File: config.mk
export PLATFORM = sky130hd
export DESIGN_NAME = id_stage
export DESIGN_NICKNAME = d
export VERILOG_FILES = /design/src/rtl/rv32_pkg.sv /design/src/rtl/imm_gen.sv /design/src/rtl/id_stage.sv
export SDC_FILE = /design/constraint.sdc
export NUM_CORES = 1
export LEC_CHECK = 0
export ABC_AREA = 0
export CAP_MARGIN = 20
export CELL_PAD_IN_SITES_DETAIL_PLACEMENT = 0
export CELL_PAD_IN_SITES_GLOBAL_PLACEMENT = 1
export CORE_MARGIN = 2
export CORE_UTILIZATION = 28
export DETAILED_ROUTE_END_ITERATION = 6
export PLACE_DENSITY_LB_ADDON = 0.1
export SETUP_SLACK_MARGIN = 0.4
export SLEW_MARGIN = 10
export SYNTH_ARGS = -nofsm -noshare
export SYNTH_HDL_FRONTEND = slang
export SYNTH_SLANG_ARGS = --single-unit
File: constraint.sdc
create_clock -name clk -period 2.8 [get_ports clk]
set_input_delay 0.42 -clock clk [delete_from_list [all_inputs] [get_ports clk]]
set_output_delay 0.42 -clock clk [all_outputs]
set_load 0.02 [all_outputs]
File: src/rtl/rv32_pkg.sv
// Shared RV32I definitions: opcodes, funct fields, ALU operation codes and the ID/EX
// register layout.
package rv32_pkg;

    localparam int unsigned XLEN     = 32;
    localparam logic [31:0] NOP_INSN = 32'h0000_0013;

    localparam logic [6:0] OPC_LUI    = 7'b0110111;
    localparam logic [6:0] OPC_AUIPC  = 7'b0010111;
    localparam logic [6:0] OPC_JAL    = 7'b1101111;
    localparam logic [6:0] OPC_JALR   = 7'b1100111;
    localparam logic [6:0] OPC_BRANCH = 7'b1100011;
    localparam logic [6:0] OPC_LOAD   = 7'b0000011;
    localparam logic [6:0] OPC_STORE  = 7'b0100011;
    localparam logic [6:0] OPC_OP_IMM = 7'b0010011;
    localparam logic [6:0] OPC_OP     = 7'b0110011;
    localparam logic [6:0] OPC_FENCE  = 7'b0001111;

    localparam logic [2:0] F3_ADD_SUB = 3'b000;
    localparam logic [2:0] F3_SLL     = 3'b001;
    localparam logic [2:0] F3_SLT     = 3'b010;
    localparam logic [2:0] F3_SLTU    = 3'b011;
    localparam logic [2:0] F3_XOR     = 3'b100;
    localparam logic [2:0] F3_SRL_SRA = 3'b101;
    localparam logic [2:0] F3_OR      = 3'b110;
    localparam logic [2:0] F3_AND     = 3'b111;

    localparam logic [6:0] F7_BASE = 7'b0000000;
    localparam logic [6:0] F7_ALT  = 7'b0100000;

    typedef enum logic [3:0] {
        AluAdd   = 4'd0,
        AluSub   = 4'd1,
        AluSll   = 4'd2,
        AluSlt   = 4'd3,
        AluSltu  = 4'd4,
        AluXor   = 4'd5,
        AluSrl   = 4'd6,
        AluSra   = 4'd7,
        AluOr    = 4'd8,
        AluAnd   = 4'd9,
        AluPassB = 4'd10,
        AluPc4   = 4'd11
    } alu_op_e;

    typedef struct packed {
        logic reg_write;
        logic mem_read;
        logic mem_write;
        logic mem_to_reg;
        logic alu_src;
        logic branch;
        logic jump;
        logic illegal;
    } ctrl_t;

    typedef struct packed {
        logic            valid;
        logic [XLEN-1:0] pc;
        logic [XLEN-1:0] rs1_data;
        logic [XLEN-1:0] rs2_data;
        logic [XLEN-1:0] imm;
        logic [4:0]      rs1;
        logic [4:0]      rs2;
        logic [4:0]      rd;
        logic [2:0]      funct3;
        alu_op_e         alu_op;
        ctrl_t           ctrl;
    } idex_t;

    // alt selects SUB/SRA; callers gate it so that e.g. ADDI never becomes SUB.
    function automatic alu_op_e alu_decode(input logic [2:0] funct3, input logic alt);
        alu_op_e op;
        op = AluAdd;
        case (funct3)
            F3_ADD_SUB: op = alt ? AluSub : AluAdd;
            F3_SLL:     op = AluSll;
            F3_SLT:     op = AluSlt;
            F3_SLTU:    op = AluSltu;
            F3_XOR:     op = AluXor;
            F3_SRL_SRA: op = alt ? AluSra : AluSrl;
            F3_OR:      op = AluOr;
            F3_AND:     op = AluAnd;
            default:    op = AluAdd;
        endcase
        return op;
    endfunction

endpackage

File: src/rtl/imm_gen.sv
// Combinational RV32I immediate generator: selects the I/S/B/U/J format from the opcode
// and sign-extends to XLEN. Formats without an immediate yield zero.
module imm_gen
    import rv32_pkg::*;
(
    input  logic [31:0]     insn_i,
    output logic [XLEN-1:0] imm_o
);

    always_comb begin
        imm_o = '0;
        case (insn_i[6:0])
            OPC_LUI, OPC_AUIPC:
                imm_o = {insn_i[31:12], 12'b0};
            OPC_JAL:
                imm_o = {{12{insn_i[31]}}, insn_i[19:12], insn_i[20], insn_i[30:21], 1'b0};
            OPC_JALR, OPC_LOAD, OPC_OP_IMM, OPC_FENCE:
                imm_o = {{20{insn_i[31]}}, insn_i[31:20]};
            OPC_BRANCH:
                imm_o = {{20{insn_i[31]}}, insn_i[7], insn_i[30:25], insn_i[11:8], 1'b0};
            OPC_STORE:
                imm_o = {{20{insn_i[31]}}, insn_i[31:25], insn_i[11:7]};
            default:
                imm_o = '0;
        endcase
    end

endmodule

File: src/rtl/id_stage.sv
// RV32I decode stage: decodes the IF/ID word, reads operands with write-back bypass,
// detects load-use hazards and registers the result into ID/EX.
module id_stage
    import rv32_pkg::*;
(
    input  logic            clk,
    input  logic            reset,
    input  logic [XLEN-1:0] IF_ID_PC,
    input  logic [31:0]     IF_ID_Instruction,
    input  logic            IF_ID_enable,
    input  logic            combined_stall,
    input  logic            flush,
    output logic [4:0]      rs1_addr,
    output logic [4:0]      rs2_addr,
    input  logic [XLEN-1:0] rs1_rdata,
    input  logic [XLEN-1:0] rs2_rdata,
    input  logic            wb_RegWrite,
    input  logic [4:0]      wb_rd,
    input  logic [XLEN-1:0] wb_data,
    output logic            load_use_stall,
    output logic            ID_EX_valid,
    output logic [XLEN-1:0] ID_EX_PC,
    output logic [XLEN-1:0] ID_EX_rs1_data,
    output logic [XLEN-1:0] ID_EX_rs2_data,
    output logic [XLEN-1:0] ID_EX_imm,
    output logic [4:0]      ID_EX_rs1,
    output logic [4:0]      ID_EX_rs2,
    output logic [4:0]      ID_EX_rd,
    output logic [2:0]      ID_EX_funct3,
    output alu_op_e         ID_EX_alu_op,
    output logic            ID_EX_RegWrite,
    output logic            ID_EX_MemRead,
    output logic            ID_EX_MemWrite,
    output logic            ID_EX_MemToReg,
    output logic            ID_EX_ALUSrc,
    output logic            ID_EX_Branch,
    output logic            ID_EX_Jump,
    output logic            ID_EX_illegal
);

    logic [6:0]      opcode;
    logic [2:0]      funct3;
    logic [6:0]      funct7;
    logic [XLEN-1:0] imm;
    ctrl_t           ctrl;
    alu_op_e         alu_op;
    logic            legal, rs1_used, rs2_used, has_rd;
    logic [XLEN-1:0] rs1_val, rs2_val;
    idex_t           idex_q, idex_d;

    assign opcode   = IF_ID_Instruction[6:0];
    assign funct3   = IF_ID_Instruction[14:12];
    assign funct7   = IF_ID_Instruction[31:25];
    assign rs1_addr = IF_ID_Instruction[19:15];
    assign rs2_addr = IF_ID_Instruction[24:20];

    imm_gen u_imm_gen (
        .insn_i (IF_ID_Instruction),
        .imm_o  (imm)
    );

    always_comb begin
        ctrl     = '0;
        alu_op   = AluAdd;
        legal    = 1'b1;
        rs1_used = 1'b0;
        rs2_used = 1'b0;
        has_rd   = 1'b1;
        case (opcode)
            OPC_LUI: begin
                ctrl.reg_write = 1'b1;
                ctrl.alu_src   = 1'b1;
                alu_op         = AluPassB;
            end
            OPC_AUIPC: begin
                ctrl.reg_write = 1'b1;
                ctrl.alu_src   = 1'b1;
            end
            OPC_JAL: begin
                ctrl.reg_write = 1'b1;
                ctrl.jump      = 1'b1;
                alu_op         = AluPc4;
            end
            OPC_JALR: begin
                legal          = (funct3 == 3'b000);
                ctrl.reg_write = 1'b1;
                ctrl.jump      = 1'b1;
                ctrl.alu_src   = 1'b1;
                alu_op         = AluPc4;
                rs1_used       = 1'b1;
            end
            OPC_BRANCH: begin
                legal       = !(funct3 inside {3'b010, 3'b011});
                ctrl.branch = 1'b1;
                alu_op      = AluSub;
                rs1_used    = 1'b1;
                rs2_used    = 1'b1;
                has_rd      = 1'b0;
            end
            OPC_LOAD: begin
                legal           = funct3 inside {3'b000, 3'b001, 3'b010, 3'b100, 3'b101};
                ctrl.reg_write  = 1'b1;
                ctrl.mem_read   = 1'b1;
                ctrl.mem_to_reg = 1'b1;
                ctrl.alu_src    = 1'b1;
                rs1_used        = 1'b1;
            end
            OPC_STORE: begin
                legal          = funct3 inside {3'b000, 3'b001, 3'b010};
                ctrl.mem_write = 1'b1;
                ctrl.alu_src   = 1'b1;
                rs1_used       = 1'b1;
                rs2_used       = 1'b1;
                has_rd         = 1'b0;
            end
            OPC_OP_IMM: begin
                if (funct3 == F3_SLL) begin
                    legal = (funct7 == F7_BASE);
                end else if (funct3 == F3_SRL_SRA) begin
                    legal = (funct7 == F7_BASE) || (funct7 == F7_ALT);
                end
                ctrl.reg_write = 1'b1;
                ctrl.alu_src   = 1'b1;
                alu_op         = alu_decode(funct3, (funct3 == F3_SRL_SRA) && funct7[5]);
                rs1_used       = 1'b1;
            end
            OPC_OP: begin
                legal = (funct7 == F7_BASE) ||
                        ((funct7 == F7_ALT) && (funct3 inside {F3_ADD_SUB, F3_SRL_SRA}));
                ctrl.reg_write = 1'b1;
                alu_op         = alu_decode(funct3, funct7[5]);
                rs1_used       = 1'b1;
                rs2_used       = 1'b1;
            end
            OPC_FENCE: begin
                legal = (funct3 == 3'b000);
            end
            default: legal = 1'b0;
        endcase
        // Illegal words travel down the pipe as inert, operand-free instructions.
        if (!legal) begin
            ctrl     = '0;
            alu_op   = AluAdd;
            rs1_used = 1'b0;
            rs2_used = 1'b0;
        end
        ctrl.illegal = !legal;
    end

    // rsN_addr==0 also covers wb_rd==0, so x0 is never bypassed.
    always_comb begin
        rs1_val = rs1_rdata;
        rs2_val = rs2_rdata;
        if (rs1_addr == 5'd0) begin
            rs1_val = '0;
        end else if (wb_RegWrite && (wb_rd == rs1_addr)) begin
            rs1_val = wb_data;
        end
        if (rs2_addr == 5'd0) begin
            rs2_val = '0;
        end else if (wb_RegWrite && (wb_rd == rs2_addr)) begin
            rs2_val = wb_data;
        end
    end

    assign load_use_stall = IF_ID_enable && idex_q.valid && idex_q.ctrl.mem_read &&
                            (idex_q.rd != 5'd0) &&
                            ((rs1_used && (idex_q.rd == rs1_addr)) ||
                             (rs2_used && (idex_q.rd == rs2_addr)));

    always_comb begin
        idex_d        = '0;
        idex_d.alu_op = AluAdd;
        if (flush) begin
            idex_d.valid = 1'b0;
        end else if (combined_stall) begin
            idex_d = idex_q;
        end else if (load_use_stall || !IF_ID_enable) begin
            idex_d.valid = 1'b0;
        end else begin
            idex_d.valid    = 1'b1;
            idex_d.pc       = IF_ID_PC;
            idex_d.rs1_data = rs1_val;
            idex_d.rs2_data = rs2_val;
            idex_d.imm      = imm;
            idex_d.rs1      = rs1_addr;
            idex_d.rs2      = rs2_addr;
            idex_d.rd       = has_rd ? IF_ID_Instruction[11:7] : 5'd0;
            idex_d.funct3   = funct3;
            idex_d.alu_op   = alu_op;
            idex_d.ctrl     = ctrl;
        end
    end

    always_ff @(posedge clk) begin
        if (reset) begin
            idex_q <= '0;
        end else begin
            idex_q <= idex_d;
        end
    end

    assign ID_EX_valid    = idex_q.valid;
    assign ID_EX_PC       = idex_q.pc;
    assign ID_EX_rs1_data = idex_q.rs1_data;
    assign ID_EX_rs2_data = idex_q.rs2_data;
    assign ID_EX_imm      = idex_q.imm;
    assign ID_EX_rs1      = idex_q.rs1;
    assign ID_EX_rs2      = idex_q.rs2;
    assign ID_EX_rd       = idex_q.rd;
    assign ID_EX_funct3   = idex_q.funct3;
    assign ID_EX_alu_op   = idex_q.alu_op;
    assign ID_EX_RegWrite = idex_q.ctrl.reg_write;
    assign ID_EX_MemRead  = idex_q.ctrl.mem_read;
    assign ID_EX_MemWrite = idex_q.ctrl.mem_write;
    assign ID_EX_MemToReg = idex_q.ctrl.mem_to_reg;
    assign ID_EX_ALUSrc   = idex_q.ctrl.alu_src;
    assign ID_EX_Branch   = idex_q.ctrl.branch;
    assign ID_EX_Jump     = idex_q.ctrl.jump;
    assign ID_EX_illegal  = idex_q.ctrl.illegal;

endmodule

---- Yosys cells after proc, flatten, opt, wreduce, memory -nomap -nowiden ----
Cells that the tools add are included.
Widths: inputs -> output; s select.
word-level totals
  register bits after elaboration ......... 159
  input port bits ......................... 171
  output and inout port bits .............. 170
operators by class
  equality and inequality tests ........... 22
  mux-type cells .......................... 30
  reduce and logical (&&, ||, !) cells .... 37
operator list
  cell                number
  $pmux 32 s5         1
  $mux 158            1
  $mux 32             4
  $pmux 4 s8          2
  $eq 7x6->1 const B  4
  $eq 7x7->1 const B  3
  $eq 5x5->1          4
  $pmux 4 s5          1
  $mux 1              17
  $eq 7x5->1 const B  2
  $eq 3x3->1 const B  4
  $reduce_or 6->1     2
  $logic_and 1x1->1   10
  $logic_not 5->1     2
  $reduce_bool 5->1   2
  $reduce_or 2->1     5
  $mux 8              1
  $eq 7x2->1 const B  1
  $eq 7x4->1 const B  1
  $logic_not 7->1     1
  $pmux 1 s7          1
  $reduce_or 7->1     1
  $eq 3x2->1 const B  2
  $reduce_or 3->1     2
  other kinds (9)     15

---- Longest topological paths before layout ----
Gate-level depths: netlist (run 1).
  word-level depth ........................ 11
  mapped depth ............................ 11
  mapped depth without buffers ............ 6

---- Hierarchy ----
From an unflattened synthesis (run 1), not the netlist that was laid out.
second synthesis, totals
  cell total of the unflattened synthesis .. 710
  area total of the unflattened synthesis .. 6,836.6 µm²
by module, submodules not included
  module    times used  cells each  area an instance (µm²)  sequential area each (µm²)
  id_stage  1           616         6,227.2                 3,163.0
  imm_gen   1           94          609.3                   0.0

---- Least setup slack after synthesis (run 1) ----
OpenSTA, ideal clock, no wires.
  path type ............................... input port to flip-flop
  from .................................... input port IF_ID_Instruction[3]
  to ...................................... register idex_q (netlist bit ID_EX_funct3[0])
  setup time .............................. 117 ps
  arrival time ............................ 2,134 ps
  required time ........................... 2,683 ps
  setup slack ............................. 549 ps
  stages .................................. 9
  cell sequence ........................... nand4bb_4 or2_1 o31a_1 and4_1 buf_4 o21a_1 buf_6 buf_6 a22o_1
on the way
  cells in the longest elaborated chain, start to end .. 9
  elaborated cells between the ends (all ways) .. 25
  classes of those cells .................. eq/ne (10); mux (6); reduce/logical (9)
ends and longest elaborated chain
  what                                                            line                              RTL
  start, declared                                                 id_stage.sv:9                     input logic [31:0] IF_ID_Instruction,
  $eq 7x6->1, or another cell as far along                        id_stage.sv:69                    case (opcode)
  $reduce_or 3->1 (no source line), or another cell as far along  -
  $pmux 1 s7 / $mux 1 (equally long branches)                     id_stage.sv:69
  $mux 1                                                          id_stage.sv:141                   if (!legal) begin
  $logic_and 1x1->1, on equally long branches                     id_stage.sv:168, id_stage.sv:169
  $logic_or 1x1->1 *                                              id_stage.sv:168                   ((rs1_used && (idex_q.rd == rs1_addr)) ||
  $logic_and 1x1->1 *                                             id_stage.sv:167                   (idex_q.rd != 5'd0) &&
  $logic_or 1x1->1 *                                              id_stage.sv:178                   end else if (load_use_stall || !IF_ID_enable) begin
  $mux 158 *                                                      id_stage.sv:178
  end signal, assigned                                            id_stage.sv:199                   idex_q <= idex_d;
  end, declared                                                   id_stage.sv:49                    idex_t idex_q, idex_d;
Every way passes the cells marked *; elsewhere a longest branch is shown, timed or not.
A chain may end at the register's enable or synchronous reset.

---- Final worst setup path (run 1) ----
  from .................................... input port IF_ID_Instruction[3]
  to ...................................... output port load_use_stall
on the way
  cells in the longest elaborated chain, start to end .. 7
  elaborated cells between the ends (all ways) .. 23
  classes of those cells .................. eq/ne (10); mux (5); reduce/logical (8)
ends and longest elaborated chain
  what                                                            line                              RTL
  $eq 7x6->1, or another cell as far along                        id_stage.sv:69
  $reduce_or 3->1 (no source line), or another cell as far along  -
  $pmux 1 s7 / $mux 1 (equally long branches)                     id_stage.sv:69
  $mux 1                                                          id_stage.sv:141
  $logic_and 1x1->1, on equally long branches                     id_stage.sv:168, id_stage.sv:169
  $logic_or 1x1->1 *                                              id_stage.sv:168
  $logic_and 1x1->1 *                                             id_stage.sv:167
  end, declared                                                   id_stage.sv:20                    output logic load_use_stall,
Marks and branches as above.

==> flow_summary.json, run 1 <==
{
  "drt_pass1_iterations": 5,
  "clkTransAtPathRegs_ps": 70,
  "worstSetupEndpointType": "output pin",
  "final_area_sq_um": 11400,
  "max_cap_viol_count": 0,
  "cts_tree": "yes",
  "p_leak_uw": 0.00408,
  "path_max_fanout": 3,
  "power_uw": 5330,
  "worst_pin_slew_ps": 485,
  "numCtsBuffers": 17,
  "crit_type": "primary input to output pin",
  "synth_edf_count": 0,
  "place_area_sq_um": 10700,
  "wl_per_cell_um": 18.9,
  "coreArea_sq_um": 23300,
  "hold_path_class": "primary input to flip-flop",
  "cts-root-buf": "clkbuf_16",
  "finalNonFillerCells": 1405,
  "dp_cells": 1372,
  "worstSkewPairLatency_ps": 430,
  "drt-initial-drc-count": 338,
  "synth_area_leader_cell": "dfxtp_1",
  "clock_path_buffers": 2,
  "io_buffers": 340,
  "synthFlopType": "dfxtp_1",
  "grt_pass1_vias": 6515,
  "rsz0062_at_grt": "true",
  "synth_area_per_cell_sq_um": 9.33,
  "syn-cell-area_sq_um": 6610,
  "start_util": 0.283,
  "io_pins": 341,
  "finalCriticalPeriod_ps": 2360,
  "final.setup_skew_ps": 11.3,
  "drive_gt1_frac": 0.118,
  "nets": 1244,
  "cp-start-kind": "primary input",
  "antennaDiodeCount": 0,
  "async_flop_share": 0,
  "row_count": 56,
  "layout.cells.most_common": "clkdlybuf4s50_1",
  "route.vias.total": 6617,
  "netlist_top_cells_area": "dfxtp_1 (48%), mux2i_1 (9.7%), a22o_1 (6.8%)",
  "grt_pass1_wl_mm": 38.8,
  "most-common-layout-cells": "clkdlybuf4s50_1 (326), dfxtp_1 (155), nand2_1 (108)",
  "netlist_instances": 708,
  "yosys_warnings": 0,
  "fp.dieH_um": 158,
  "synth_top_area_frac": 0.479,
  "synth-seq-cells": 158,
  "setup_viol": 0,
  "syn2layout_area_growth_pct": 71.9,
  "grt_overflow_total": 0,
  "cts.sinks": 158,
  "fin_util": 0.487,
  "routabilityCongestion": 0.843,
  "die_width_um": 158,
  "report.final.slew_viol_count": 0,
  "hpwl_mm": 19.6,
  "grt_use_total": 0.207,
  "ant_nets": 0,
  "post-route-period-util": 0.842,
  "grt_start_max_net_pins": 61,
  "dieArea_sq_um": 24800,
  "hold_violations": 0,
  "fmax_mhz": 424,
  "slew_headroom": 0.675,
  "postSynthNetCount": 879,
  "synth_cell_types": 55,
  "fillers": 2304,
  "cts_hold_buf": 0,
  "avgViaCountPerCell": 4.71,
  "antenna_found_initial": 1,
  "critical_path_required_ps": 2380,
  "status": "finished clean",
  "wl_mm": 26.5,
  "route.detailed.drc": 0,
  "yosysSeqAreaShare": 0.479,
  "peakVddDrop_uv": 326,
  "h-tree-depth": 4,
  "powerDensity_nw_per_um2": 469,
  "worstPathArrival_ps": 1940
}
-- stage by stage --
step | hold slack (ps) | setup TNS (ps) | setup slack, ps
after floorplan | 497 | 0 | 549
after global placement | 432 | -397 | -249
after detailed placement | 441 | -563 | -247
after CTS | 450 | 0 | 415
after global routing | 435 | 0 | 362
final | 429 | 0 | 442
-- flip-flops by register name (all words and copies together) (netlist names) --
| register | flops |
|---|---|
| ID_EX_ALUSrc | 1 |
| ID_EX_Branch | 1 |
| ID_EX_Jump | 1 |
| ID_EX_MemRead | 1 |
| ID_EX_MemWrite | 1 |
| ID_EX_PC | 32 |
| ID_EX_RegWrite | 1 |
| ID_EX_alu_op | 4 |
| ID_EX_funct3 | 3 |
| ID_EX_illegal | 1 |
| ID_EX_imm | 32 |
| ID_EX_rd | 5 |
| ID_EX_rs1 | 5 |
| ID_EX_rs1_data | 32 |
| ID_EX_rs2 | 5 |
| ID_EX_rs2_data | 32 |
| ID_EX_valid | 1 |
-- timing repair --
action                     in CTS  in global routing
setup endpoints to repair       1                 68
buffers inserted                1                  0
resized for setup              20                 13
pin swaps                       4                  4
-- synth_stat cells (3+ instances only) --
master / n
or4_1: 3
buf_2: 9
buf_4: 13
nand2_1: 108
xor2_1: 10
buf_6: 4
xnor2_1: 11
clkbuf_2: 5
mux2i_1: 64
a22o_1: 51
a22oi_1: 5
and2_1: 5
clkbuf_1: 34
nor4_1: 6
nand2b_1: 3
nand3_1: 9
nor2b_1: 6
a21oi_1: 30
nor3_1: 4
a32o_1: 12
o21ai_1: 13
dfxtp_1: 158
buf_1: 3
nor2_1: 17
o21ai_0: 89
-- critical path, stage by stage --
cell and delay [ps]:
dlygate4sd2_1 260, nand4bb_4 230, or2_1 230, o31a_1 270
and4_1 220, nor2_2 150, buf_6 130
-- report_power, final --
group	internal, uW	switching [uW]
combinational	416	317
clock	1190	1110
sequential	2280	19.7
-- worst paths after layout --
check	from	endpoint	slack, ps	cells past startpoint
min	IF_ID_Instruction[17]	ID_EX_rs1[2]$_SDFFE_PP0N_	430	3
min reg2reg	ID_EX_rs1_data[6]$_SDFFE_PP0N_	ID_EX_rs1_data[6]$_SDFFE_PP0N_	450	2
max reg2reg	ID_EX_rd[4]$_SDFFE_PP0N_	ID_EX_imm[9]$_SDFFE_PP0N_	590	8
max	IF_ID_Instruction[3]	load_use_stall	440	7
-- area by class of cell --
type                       instances  area, sq um  share of cell area
timing repair buffer             414         4090               0.360
sequential                       158         3170               0.279
multi-input combinational        480         3120               0.275
clock buffer                      18          429              0.0378
tap                              319          399              0.0351
clock inverter                    14          145              0.0128
inverter                           2         7.51            0.000661
-- layer usage --
layer | global-route usage | vias to the layer above | share of wire | wire length [um]
li1 | - | 3259 | - | -
met3 | 0.0646 | 28 | 0.080 | 2120
met5 | 0 | - | 0.00049 | 13
met2 | 0.350 | 220 | 0.49 | 13000
met4 | 0.0671 | 2 | 0.020 | 536
met1 | 0.249 | 3108 | 0.41 | 10900
-- cells by family after synthesis --
logic type | Yosys count | share of synthesized area
AO/OA/AOI/OAI | 221 | 0.220
XOR/XNOR | 21 | 0.0278
buffers and inverters | 70 | 0.0543
flip-flops | 158 | 0.479
multiplexers | 64 | 0.0970
AND/OR/NAND/NOR | 174 | 0.122
(Power assumes the default switching activity.)
==> inputs of run 2 (changes only) <==
clock period = 2.3 ns   (was 2.8 ns; I/O delays follow)
==> flow_summary.json, run 2 (synthesis gave the netlist of run 1 again) <==
{
  "status": "finished clean",
  "rsz0062_at_grt": "true",
  "p_sw_frac": 0.269,
  "worstSkewPairLatency_ps": 430,
  "max_cap_viol_count": 0,
  "ant_nets": 0,
  "cts-root-buf": "clkbuf_16",
  "die_width_um": 158,
  "post-route-period-util": 0.921,
  "holdWs_ps": 405,
  "io_pins": 341,
  "fp.dieH_um": 158,
  "coreArea_sq_um": 23300,
  "powerDensity_nw_per_um2": 525,
  "hold_violations": 0,
  "h-tree-depth": 4,
  "clock_power_share": 0.429,
  "path_max_fanout": 4,
  "worstSetupEndpointType": "output pin",
  "finalCriticalPeriod_ps": 2120,
  "layout.cells.most_common": "clkdlybuf4s50_1",
  "peakVddDrop_uv": 415,
  "path_cells": "xnor2_2, nand4_1, nor4_2, o21ai_0, nor2_1, buf_4",
  "cp_slowest_cell": "dfxtp_4",
  "route.detailed.drc": 0,
  "dp_cells": 1382,
  "finalSetupTns_ps": 0,
  "worstPathArrival_ps": 1770,
  "drt_pass1_iterations": 4,
  "nets": 1301,
  "grt_use_total": 0.228,
  "drt-initial-drc-count": 251,
  "report.final.slew_viol_count": 0,
  "final.setup_skew_ps": 19.0,
  "grt_pass1_wl_mm": 42.2,
  "grt_start_max_net_pins": 68,
  "clock_path_buffers": 2,
  "grt_overflow_total": 0,
  "wl_mm": 29.5,
  "io_buffers": 340,
  "most-common-layout-cells": "clkdlybuf4s50_1 (310), dfxtp_1 (154), nand2_1 (107)",
  "intPower_uw": 4920,
  "start_util": 0.283,
  "cp-start-kind": "flip-flop",
  "setup_viol": 0,
  "cts_hold_buf": 0,
  "route.vias.total": 6939,
  "worst_pin_slew_ps": 411,
  "finalNonFillerCells": 1462,
  "r2r_setup_slack_ps": 180,
  "routabilityCongestion": 0.845,
  "hpwl_mm": 20.3,
  "row_count": 56,
  "antenna_found_initial": 1,
  "seq_power_share": 0.416,
  "hold_path_class": "primary input to flip-flop",
  "critical_path_required_ps": 1960,
  "place_area_sq_um": 10800,
  "dieArea_sq_um": 24800,
  "avgViaCountPerCell": 4.75,
  "fin_util": 0.550,
  "comb_power_share": 0.155,
  "max_stage_delay_ps": 410,
  "clkTransAtPathRegs_ps": 80,
  "grt_pass1_vias": 6889,
  "p_sw_uw": 1810,
  "fmax_mhz": 472,
  "drive_gt1_frac": 0.261,
  "syn2layout_area_growth_pct": 94.2,
  "antennaDiodeCount": 0,
  "wl_per_cell_um": 20.2,
  "p_leak_uw": 0.00481,
  "final_area_sq_um": 12800,
  "slew_headroom": 0.724,
  "numCtsBuffers": 17,
  "cts.sinks": 158,
  "crit_type": "flip-flop to output pin",
  "cts_tree": "yes"
}
==> run 2: cell count changes in the layout (fill, tap and decap cells not counted), moves of 10 or more <==
cell / before / now
o21ai_0: 87 / 10
buf_6: 4 / 25
o21ai_1: 15 / 5
dlygate4sd2_1: 7 / 19
clkdlybuf4s50_1: 326 / 310
buf_16: 0 / 14
o21ai_2: 2 / 87
buf_12: 9 / 19
==> run 2: path summary, 6_finish.rpt <==
path | from | depth (start not counted) | end
setup / recovery | ID_EX_rd[2]$_SDFFE_PP0N_ | 6 | load_use_stall
setup reg to reg | ID_EX_rd[2]$_SDFFE_PP0N_ | 9 | ID_EX_PC[23]$_SDFFE_PP0N_
hold / removal | IF_ID_Instruction[6] | 4 | ID_EX_Branch$_SDFFE_PP0N_
hold reg to reg | ID_EX_rs2_data[19]$_SDFFE_PP0N_ | 2 | ID_EX_rs2_data[19]$_SDFFE_PP0N_
==> run 2: cell type report <==
type	instances	area (sq um)
fill	2150	10500
timing repair buffer	471	5050
multi-input combinational	480	3600
sequential	158	3170
clock buffer	17	425
tap	319	399
clock inverter	15	175
inverter	2	7.51
==> run 2: stage by stage <==
| stage | setup WS (ps) | power, uW |
|---|---|---|
| CTS | 161 | 6770 |
| detailed placement | -581 | 3770 |
| global placement | -573 | 3770 |
| floorplan | 222 | 3180 |
| finish | 181 | 6730 |
| global route | 63.2 | 6990 |
==> run 2: critical path, delay by kind of cell (launching register included) <==
family / cells / cell delay [ps]
xor gates and xnor gates: 1 / 120
buffers and inverters: 1 / 150
DFF: 1 / 410
and+or+nand+nor: 3 / 530
AOI/OAI and AO/OA: 1 / 130
==> run 2: power groups by stage <==
| stage | sequential (uW) | combinational, uW | clock, uW |
|---|---|---|---|
| floorplan | 2920 | 263 | 0 |
| global placement | 2860 | 907 | 0 |
| detailed placement | 2870 | 907 | 0 |
| CTS | 2800 | 1020 | 2950 |
| global route | 2810 | 1110 | 3070 |
| finish | 2800 | 1040 | 2890 |
==> run 2: metal layers <==
layer	up-vias	global-route usage	routed length [um]	part of all wire
met1	3285	0.258	11600	0.39
met4	2	0.0671	618	0.021
li1	3385	-	-	-
met2	230	0.409	15000	0.51
met5	-	0	12	0.00041
met3	37	0.0709	2290	0.078
==> run 2: timing repair <==
action / in CTS / in global routing
pin swaps: 72 / 48
gates cloned: 15 / 5
resized for setup: 211 / 86
setup buffers: 20 / 8
endpoints found under the setup margin: 171 / 160
